**config.mk**
```make
export PLATFORM = sky130hd
export DESIGN_NAME = apb_req_master_flat
export DESIGN_NICKNAME = d
export VERILOG_FILES = /design/src/rtl/apb_req_master_pkg.sv /design/src/rtl/apb_req_master_if.sv /design/src/rtl/apb_req_master_timeout_cnt.sv /design/src/rtl/apb_req_master.sv /design/src/flat_wrapper.sv
export SDC_FILE = /design/constraint.sdc
export NUM_CORES = 1
export LEC_CHECK = 0
export ABC_AREA = 1
export BUFFER_PORTS_ARGS = -buffer_cell sky130_fd_sc_hd__buf_4
export CAP_MARGIN = 20
export CORE_MARGIN = 5
export CORE_UTILIZATION = 50
export DETAILED_ROUTE_END_ITERATION = 10
export PLACE_DENSITY_LB_ADDON = 0.08
export SYNTH_ARGS = -nofsm -noshare
export SYNTH_HDL_FRONTEND = slang
export SYNTH_SLANG_ARGS = --single-unit
```
**constraint.sdc**
```tcl
create_clock -name HCLK -period 2.57 [get_ports HCLK]
set_input_delay 0.514 -clock HCLK [delete_from_list [all_inputs] [get_ports HCLK]]
set_output_delay 0.514 -clock HCLK [all_outputs]
set_load 0.02 [all_outputs]
```
**src/rtl/apb_req_master_pkg.sv**
```systemverilog
// rtl/apb_req_master_pkg.sv - shared types for the APB request master
package apb_req_master_pkg;

  localparam int APB_AW = 32;
  localparam int APB_DW = 32;

  typedef enum logic [1:0] {
    IDLE,
    SETUP,
    ACCESS,
    RESP
  } apb_mst_state_e;

  typedef struct packed {
    logic [APB_AW-1:0] addr;
    logic [APB_DW-1:0] wdata;
    logic              we;
  } apb_req_t;

  typedef struct packed {
    logic [APB_DW-1:0] rdata;
    logic              err;
  } apb_rsp_t;

endpackage

```
**src/rtl/apb_req_master_if.sv**
```systemverilog
// rtl/apb_req_master_if.sv - APB3 bus bundle with master/slave views
interface APB_BUS #(
  parameter int ADDR_WIDTH = 32,
  parameter int DATA_WIDTH = 32
);
  logic [ADDR_WIDTH-1:0] paddr;
  logic [DATA_WIDTH-1:0] pwdata;
  logic                  pwrite;
  logic                  psel;
  logic                  penable;
  logic [DATA_WIDTH-1:0] prdata;
  logic                  pready;
  logic                  pslverr;

  modport Master (
    output paddr, pwdata, pwrite, psel, penable,
    input  prdata, pready, pslverr
  );

  modport Slave (
    input  paddr, pwdata, pwrite, psel, penable,
    output prdata, pready, pslverr
  );
endinterface

```
**src/rtl/apb_req_master_timeout_cnt.sv**
```systemverilog
// rtl/apb_req_master_timeout_cnt.sv - saturating ACCESS wait-state watchdog
module apb_timeout_cnt #(
  parameter int TIMEOUT_CYCLES = 256
) (
  input  logic clk,
  input  logic rst_n,
  input  logic clear,
  input  logic enable,
  output logic expired
);

  generate
    if (TIMEOUT_CYCLES == 0) begin : g_off
      logic unused_inputs;
      assign unused_inputs = ^{clk, rst_n, clear, enable};
      assign expired = 1'b0;
    end else begin : g_on
      localparam int CW = $clog2(TIMEOUT_CYCLES + 1);
      localparam logic [CW-1:0] LIMIT = CW'(TIMEOUT_CYCLES);
      logic [CW-1:0] cnt;

      // Saturates at LIMIT so a long-hung slave never wraps back to "fresh".
      always_ff @(posedge clk or negedge rst_n) begin
        if (!rst_n) begin
          cnt <= '0;
        end else if (clear) begin
          cnt <= '0;
        end else if (enable && cnt != LIMIT) begin
          cnt <= cnt + 1'b1;
        end
      end

      assign expired = (cnt == LIMIT);
    end
  endgenerate

endmodule

```
**src/rtl/apb_req_master.sv**
```systemverilog
// rtl/apb_req_master.sv - valid/ready request channel to APB3 initiator with watchdog
module apb_req_master
  import apb_req_master_pkg::*;
#(
  parameter int APB_ADDR_WIDTH = 32,
  parameter int APB_DATA_WIDTH = 32,
  parameter int TIMEOUT_CYCLES = 256
) (
  input  logic                      HCLK,
  input  logic                      HRESETn,
  input  logic                      req_valid_i,
  output logic                      req_ready_o,
  input  logic [APB_ADDR_WIDTH-1:0] req_addr_i,
  input  logic [APB_DATA_WIDTH-1:0] req_wdata_i,
  input  logic                      req_we_i,
  output logic                      rsp_valid_o,
  input  logic                      rsp_ready_i,
  output logic [APB_DATA_WIDTH-1:0] rsp_rdata_o,
  output logic                      rsp_err_o,
  APB_BUS.Master                    apb_master
);

  apb_mst_state_e            state;
  logic [APB_ADDR_WIDTH-1:0] addr_q;
  logic [APB_DATA_WIDTH-1:0] wdata_q;
  logic                      we_q;
  logic                      psel_q;
  logic                      penable_q;
  logic [APB_DATA_WIDTH-1:0] rdata_q;
  logic                      err_q;
  logic                      tmo_clear;
  logic                      tmo_enable;
  logic                      tmo_expired;

  assign tmo_clear  = (state == IDLE) && req_valid_i;
  assign tmo_enable = (state == ACCESS) && !apb_master.pready;

  apb_timeout_cnt #(
    .TIMEOUT_CYCLES(TIMEOUT_CYCLES)
  ) u_timeout (
    .clk    (HCLK),
    .rst_n  (HRESETn),
    .clear  (tmo_clear),
    .enable (tmo_enable),
    .expired(tmo_expired)
  );

  always_ff @(posedge HCLK or negedge HRESETn) begin
    if (!HRESETn) begin
      state     <= IDLE;
      addr_q    <= '0;
      wdata_q   <= '0;
      we_q      <= 1'b0;
      psel_q    <= 1'b0;
      penable_q <= 1'b0;
      rdata_q   <= '0;
      err_q     <= 1'b0;
    end else begin
      case (state)
        IDLE: begin
          if (req_valid_i) begin
            addr_q  <= req_addr_i;
            wdata_q <= req_wdata_i;
            we_q    <= req_we_i;
            psel_q  <= 1'b1;
            state   <= SETUP;
          end
        end
        SETUP: begin
          penable_q <= 1'b1;
          state     <= ACCESS;
        end
        ACCESS: begin
          // pready is checked first so a completion on the expiry cycle is not an error.
          if (apb_master.pready) begin
            rdata_q   <= we_q ? '0 : apb_master.prdata;
            err_q     <= apb_master.pslverr;
            psel_q    <= 1'b0;
            penable_q <= 1'b0;
            state     <= RESP;
          end else if (tmo_expired) begin
            rdata_q   <= '0;
            err_q     <= 1'b1;
            psel_q    <= 1'b0;
            penable_q <= 1'b0;
            state     <= RESP;
          end
        end
        RESP: begin
          if (rsp_ready_i) begin
            state <= IDLE;
          end
        end
        default: state <= IDLE;
      endcase
    end
  end

  assign req_ready_o        = (state == IDLE);
  assign rsp_valid_o        = (state == RESP);
  assign rsp_rdata_o        = rdata_q;
  assign rsp_err_o          = err_q;
  assign apb_master.paddr   = addr_q;
  assign apb_master.pwdata  = wdata_q;
  assign apb_master.pwrite  = we_q;
  assign apb_master.psel    = psel_q;
  assign apb_master.penable = penable_q;

endmodule

```
**src/flat_wrapper.sv**
```systemverilog
// flat-port wrapper written by rule: the top's interface ports become plain ports
module apb_req_master_flat import apb_req_master_pkg::*;
#(
  parameter int APB_ADDR_WIDTH = 32,
  parameter int APB_DATA_WIDTH = 32,
  parameter int TIMEOUT_CYCLES = 256
)
  (HCLK, HRESETn, req_valid_i, req_ready_o, req_addr_i, req_wdata_i, req_we_i, rsp_valid_o, rsp_ready_i, rsp_rdata_o, rsp_err_o, apb_master_paddr, apb_master_pwdata, apb_master_pwrite, apb_master_psel, apb_master_penable, apb_master_prdata, apb_master_pready, apb_master_pslverr);
  APB_BUS #(.ADDR_WIDTH(32), .DATA_WIDTH(32)) apb_master_i ();
  input  logic HCLK;
  input  logic HRESETn;
  input  logic req_valid_i;
  output logic req_ready_o;
  input  logic [APB_ADDR_WIDTH-1:0] req_addr_i;
  input  logic [APB_DATA_WIDTH-1:0] req_wdata_i;
  input  logic req_we_i;
  output logic rsp_valid_o;
  input  logic rsp_ready_i;
  output logic [APB_DATA_WIDTH-1:0] rsp_rdata_o;
  output logic rsp_err_o;
  output wire logic [$bits(apb_master_i.paddr)-1:0] apb_master_paddr;
  output wire logic [$bits(apb_master_i.pwdata)-1:0] apb_master_pwdata;
  output wire logic [$bits(apb_master_i.pwrite)-1:0] apb_master_pwrite;
  output wire logic [$bits(apb_master_i.psel)-1:0] apb_master_psel;
  output wire logic [$bits(apb_master_i.penable)-1:0] apb_master_penable;
  input wire logic [$bits(apb_master_i.prdata)-1:0] apb_master_prdata;
  input wire logic [$bits(apb_master_i.pready)-1:0] apb_master_pready;
  input wire logic [$bits(apb_master_i.pslverr)-1:0] apb_master_pslverr;
  assign apb_master_paddr = apb_master_i.paddr;
  assign apb_master_pwdata = apb_master_i.pwdata;
  assign apb_master_pwrite = apb_master_i.pwrite;
  assign apb_master_psel = apb_master_i.psel;
  assign apb_master_penable = apb_master_i.penable;
  assign apb_master_i.prdata = apb_master_prdata;
  assign apb_master_i.pready = apb_master_pready;
  assign apb_master_i.pslverr = apb_master_pslverr;
  apb_req_master #(.APB_ADDR_WIDTH(APB_ADDR_WIDTH), .APB_DATA_WIDTH(APB_DATA_WIDTH), .TIMEOUT_CYCLES(TIMEOUT_CYCLES)) u_core (.HCLK(HCLK), .HRESETn(HRESETn), .req_valid_i(req_valid_i), .req_ready_o(req_ready_o), .req_addr_i(req_addr_i), .req_wdata_i(req_wdata_i), .req_we_i(req_we_i), .rsp_valid_o(rsp_valid_o), .rsp_ready_i(rsp_ready_i), .rsp_rdata_o(rsp_rdata_o), .rsp_err_o(rsp_err_o), .apb_master(apb_master_i));
endmodule
```
==> qor_table.md <==
| Result | This run | Unit |
| --- | --- | --- |
| Fraction of post-synthesis cell area in the top cell type by area | 58.39 | % |
| Number of port buffers | 204 | - |
| Area growth from synthesis to final layout | 38.85 | % |
| Overall via count from detail_route | 4259 | - |
| Fmax | 0.5474 | GHz |
| PnR Total Power | 8.327 | mW |
| Warning count from the yosys run | 0 | - |
| Horizontal die dimension | 107.5 | um |
| Static leakage | 3.733 | nW |
| Final Setup Violations | 0 | - |
| Share of flip-flops with an asynchronous set or reset after synthesis | 100.0 | % |
| Number of DRC violations after detailed routing | 0 | - |
| Number of antenna diodes | 0 | - |
| Critical path launch point | u_core.state[0]$_DFFE_PN0P_ | - |
| Worst setup path end | u_core.u_timeout.g_on.cnt[7]$_DFFE_PN0P_ | - |
| Number of global-route vias before repair | 4314 | - |
| Total count of max-transition violations in the final report | 0 | - |
| Setup slack after layout | 743.1 | ps |
| Worst-Margin Slew | 970.0 | ps |
| Crit. End Element | flip-flop | - |
| Antenna violations before repair | 0 | - |
| Reg2Reg Setup Slack | 740 | ps |
| Cts repair resizes | 0 | - |
| Routed WL | 12970 | um |
| Setup repair after global routing missed its margin | no | - |
| Post-CTS setup repair buffer count | 0 | - |
| Count of cell types in the netlist | 23 | - |
| Outcome | finished, final reports clean | - |
| Sequential-to-total area share from yosys stat | 58.39 | % |
| Worst r2r src | u_core.state[0]$_DFFE_PN0P_ | - |
| Share of layout cells above drive strength 1 | 32.66 | % |
| DR WL/cell | 14.91 | um |
| Final period util | 71.08 | % |
| Clock insertion delay at the later pin of the skew report | 390 | ps |
| Hold-fix buffers at CTS | 0 | - |
| Worst setup path class | flip-flop to flip-flop | - |
| Post-Synthesis Cells | 548 | - |
| Number of placement rows | 35 | - |
| Data required time of the worst path | 2880 | ps |
| Die outline height | 107.5 | um |
| Number of synthesized register bits | 111 | - |
| Largest net degree at the start of global routing | 81 | - |
| Via density | 4.895 | - |
| VDD IR-drop max | 686.8 | uV |
| Buffer depth of the longest clock path | 2 | - |
| Cell count of the worst reg-to-reg path | 8 | - |
| Number of top-level pins | 205 | - |
| Total global-route track usage | 22.85 | % |
| Critical-path maximum fanout | 15 | - |
| Routability congestion estimate | 0.8207 | - |
| Count of routing violations after the opening detailed-route iteration | 180 | - |
| Detail Route Antenna Nets | 0 | - |
| Core area | 9240 | um^2 |
| Most instantiated cells after synthesis | sky130_fd_sc_hd__nand2_1 (265), sky130_fd_sc_hd__dfrtp_1 (111), sky130_fd_sc_hd__nand3_1 (43) | - |
| Fill cell total of the finished layout | 720 | - |
| Commonest register cell after synthesis | sky130_fd_sc_hd__dfrtp_1 | - |
| Syn Nets | 656 | - |
| Fin Hold WS | 87.67 | ps |
| Post-Synthesis Cell Area | 4757 | um^2 |
| Clock Skews | 17.34 | ps |
| Data arrival time at the worst-slack endpoint | 2140 | ps |
| Class of the worst hold path | input pin to asynchronous set/reset pin | - |
| Synth area leader | sky130_fd_sc_hd__dfrtp_1 | - |
| Non-Filler Cell Area, Final | 6605 | um^2 |
| Area of the multi-input gates | 1710 | um^2 |
| Shortest period the worst path allows | 1827 | ps |
| Inserted Clock Buffers | 9 | - |
| DRT Pass-1 Iters | 4 | - |
| Avg Cell Area, Syn | 8.681 | um^2 |
| Starting density of the core | 51.48 | % |
| Setup TNS after final layout | 0 | ps |
| First-pass GRT wire length | 21120 | um |
| Max-cap viol count | 0 | - |
| Net count reported at finish | 844 | - |
| EDFF count, synth | 0 | - |
| Terminus of the critical flop-to-flop path | u_core.u_timeout.g_on.cnt[7]$_DFFE_PN0P_ | - |
| Nature of the critical path startpoint | flip-flop | - |
| Die area | 11560 | um^2 |
| CTS H-tree lvls | 3 | - |
| GR Overflow Total | 0 | - |
| Buffer cell driving the clock tree root | sky130_fd_sc_hd__clkbuf_8 | - |
| Worst setup slack before clock tree synthesis | 772.1 | ps |
| Library cell with the highest instance count after synthesis | sky130_fd_sc_hd__nand2_1 | - |
| Sequential cell area in the final layout | 2778 | um^2 |
| Clock sink count | 111 | - |
| Post-CTS clock slew at the launch and capture registers of the worst setup and hold paths | 100 | ps |
| CTS tree | built | - |
| Top cells by area in the synthesized netlist | sky130_fd_sc_hd__dfrtp_1 (58%), sky130_fd_sc_hd__nand2_1 (21%), sky130_fd_sc_hd__nand3_1 (4.5%), sky130_fd_sc_hd__nand4_1 (4.3%), sky130_fd_sc_hd__inv_1 (1.3%) | - |
| Max-Slew Margin vs Limit | 35.26 | % |
| DP Area | 6355 | um^2 |
| Post-DP HPWL | 9256 | um |
| Cell Pwr Density | 1261 | nW/um^2 |
| Final-report hold violation count | 0 | - |
cells by family (layout without fill, tap and decap cells):
kind of cell | count (synthesis) | in the layout | synth area share [%]
AO/OA/AOI/OAI | 12 | 12 | 1.289
AND/OR/NAND/NOR | 364 | 364 | 32.98
adder cells (fa/ha/maj) | 5 | 5 | 1.315
buffers and inverters | 54 | 247 | 5.655
flip-flops | 111 | 111 | 58.39
XOR/XNOR | 2 | 2 | 0.3683
cell type report:
class                   count  share of cell area (%)
well taps                 129                   2.444
clock inverters             7                   1.913
clock buffers               9                   1.875
inverters                  21                   1.193
flip-flops and latches    111                   42.05
multi-input cells         383                   25.90
repair buffers            210                   24.63
worst min path at each step:
stage	startpoint	end	slack [ps]	depth (start not counted)
after floorplan	HRESETn	u_core.apb_master.paddr[0]$_DFFE_PN0P_	220	0
after global placement	u_core.apb_master.pwdata[16]$_DFFE_PN0P_	u_core.apb_master.pwdata[16]$_DFFE_PN0P_	460	2
after detailed placement	u_core.apb_master.paddr[5]$_DFFE_PN0P_	u_core.apb_master.paddr[5]$_DFFE_PN0P_	470	2
after CTS	HRESETn	u_core.apb_master.pwdata[30]$_DFFE_PN0P_	100	1
after global routing	HRESETn	u_core.apb_master.pwdata[30]$_DFFE_PN0P_	120	1
final	HRESETn	u_core.apb_master.pwdata[30]$_DFFE_PN0P_	90	1
per-stage QoR:
step                cells  util, %
floorplan             548        -
global placement      854    68.77
detailed placement    854    68.77
CTS                   870    71.48
global route          870    71.48
finish                870    71.48
layout by cell type (no fill, tap or decap), types with 2 or more instances in the layout:
cell type / instances
sky130_fd_sc_hd__buf_12: 4
sky130_fd_sc_hd__ha_1: 5
sky130_fd_sc_hd__nand3_2: 6
sky130_fd_sc_hd__clkbuf_8: 9
sky130_fd_sc_hd__nand3_1: 43
sky130_fd_sc_hd__xor2_1: 2
sky130_fd_sc_hd__o21ai_0: 9
sky130_fd_sc_hd__nand2_1: 265
sky130_fd_sc_hd__nor2_1: 10
sky130_fd_sc_hd__inv_1: 17
sky130_fd_sc_hd__nand2_4: 2
sky130_fd_sc_hd__bufinv_16: 3
sky130_fd_sc_hd__buf_4: 206
sky130_fd_sc_hd__inv_2: 4
sky130_fd_sc_hd__nand2_2: 3
sky130_fd_sc_hd__nand4_1: 33
sky130_fd_sc_hd__dfrtp_1: 111
metal layers:
layer  routed length [um]  part of all wire [%]  vias up  GRT usage [%]
met2                 6400                    49      139          38.19
met1                 5197                    40     1991          27.56
met5                    0                     0        -              0
met4                  219                   1.7        0          7.755
li1                     -                     -     2113              -
met3                 1150                   8.9       16          7.858
state kept, by name, summed over array words and instances, names as in the netlist:
register	count
u_core.state	2
u_core.rsp_err_o	1
u_core.u_timeout.g_on.cnt	9
u_core.apb_master.paddr	32
u_core.apb_master.penable	1
u_core.apb_master.pwrite	1
u_core.apb_master.psel	1
u_core.apb_master.pwdata	32
u_core.rsp_rdata_o	32
where the power goes:
part | total (mW) | switching [mW] | internal (mW)
registers | 3.02 | 0.485 | 2.54
clock network | 1.28 | 0.619 | 0.659
logic | 4.03 | 2.43 | 1.60
total | 8.33 | 3.53 | 4.80
worst max-delay path, stage by stage, from the launching register on:
cell                      delay [ps]
sky130_fd_sc_hd__dfrtp_1         410
sky130_fd_sc_hd__inv_1            90
sky130_fd_sc_hd__ha_1            480
sky130_fd_sc_hd__inv_1           120
sky130_fd_sc_hd__nor2_1          210
sky130_fd_sc_hd__nand2_4         160
sky130_fd_sc_hd__nand2_1         150
sky130_fd_sc_hd__nand2_1          80
sky130_fd_sc_hd__nand2_1          70
(Power assumes the default switching activity.)
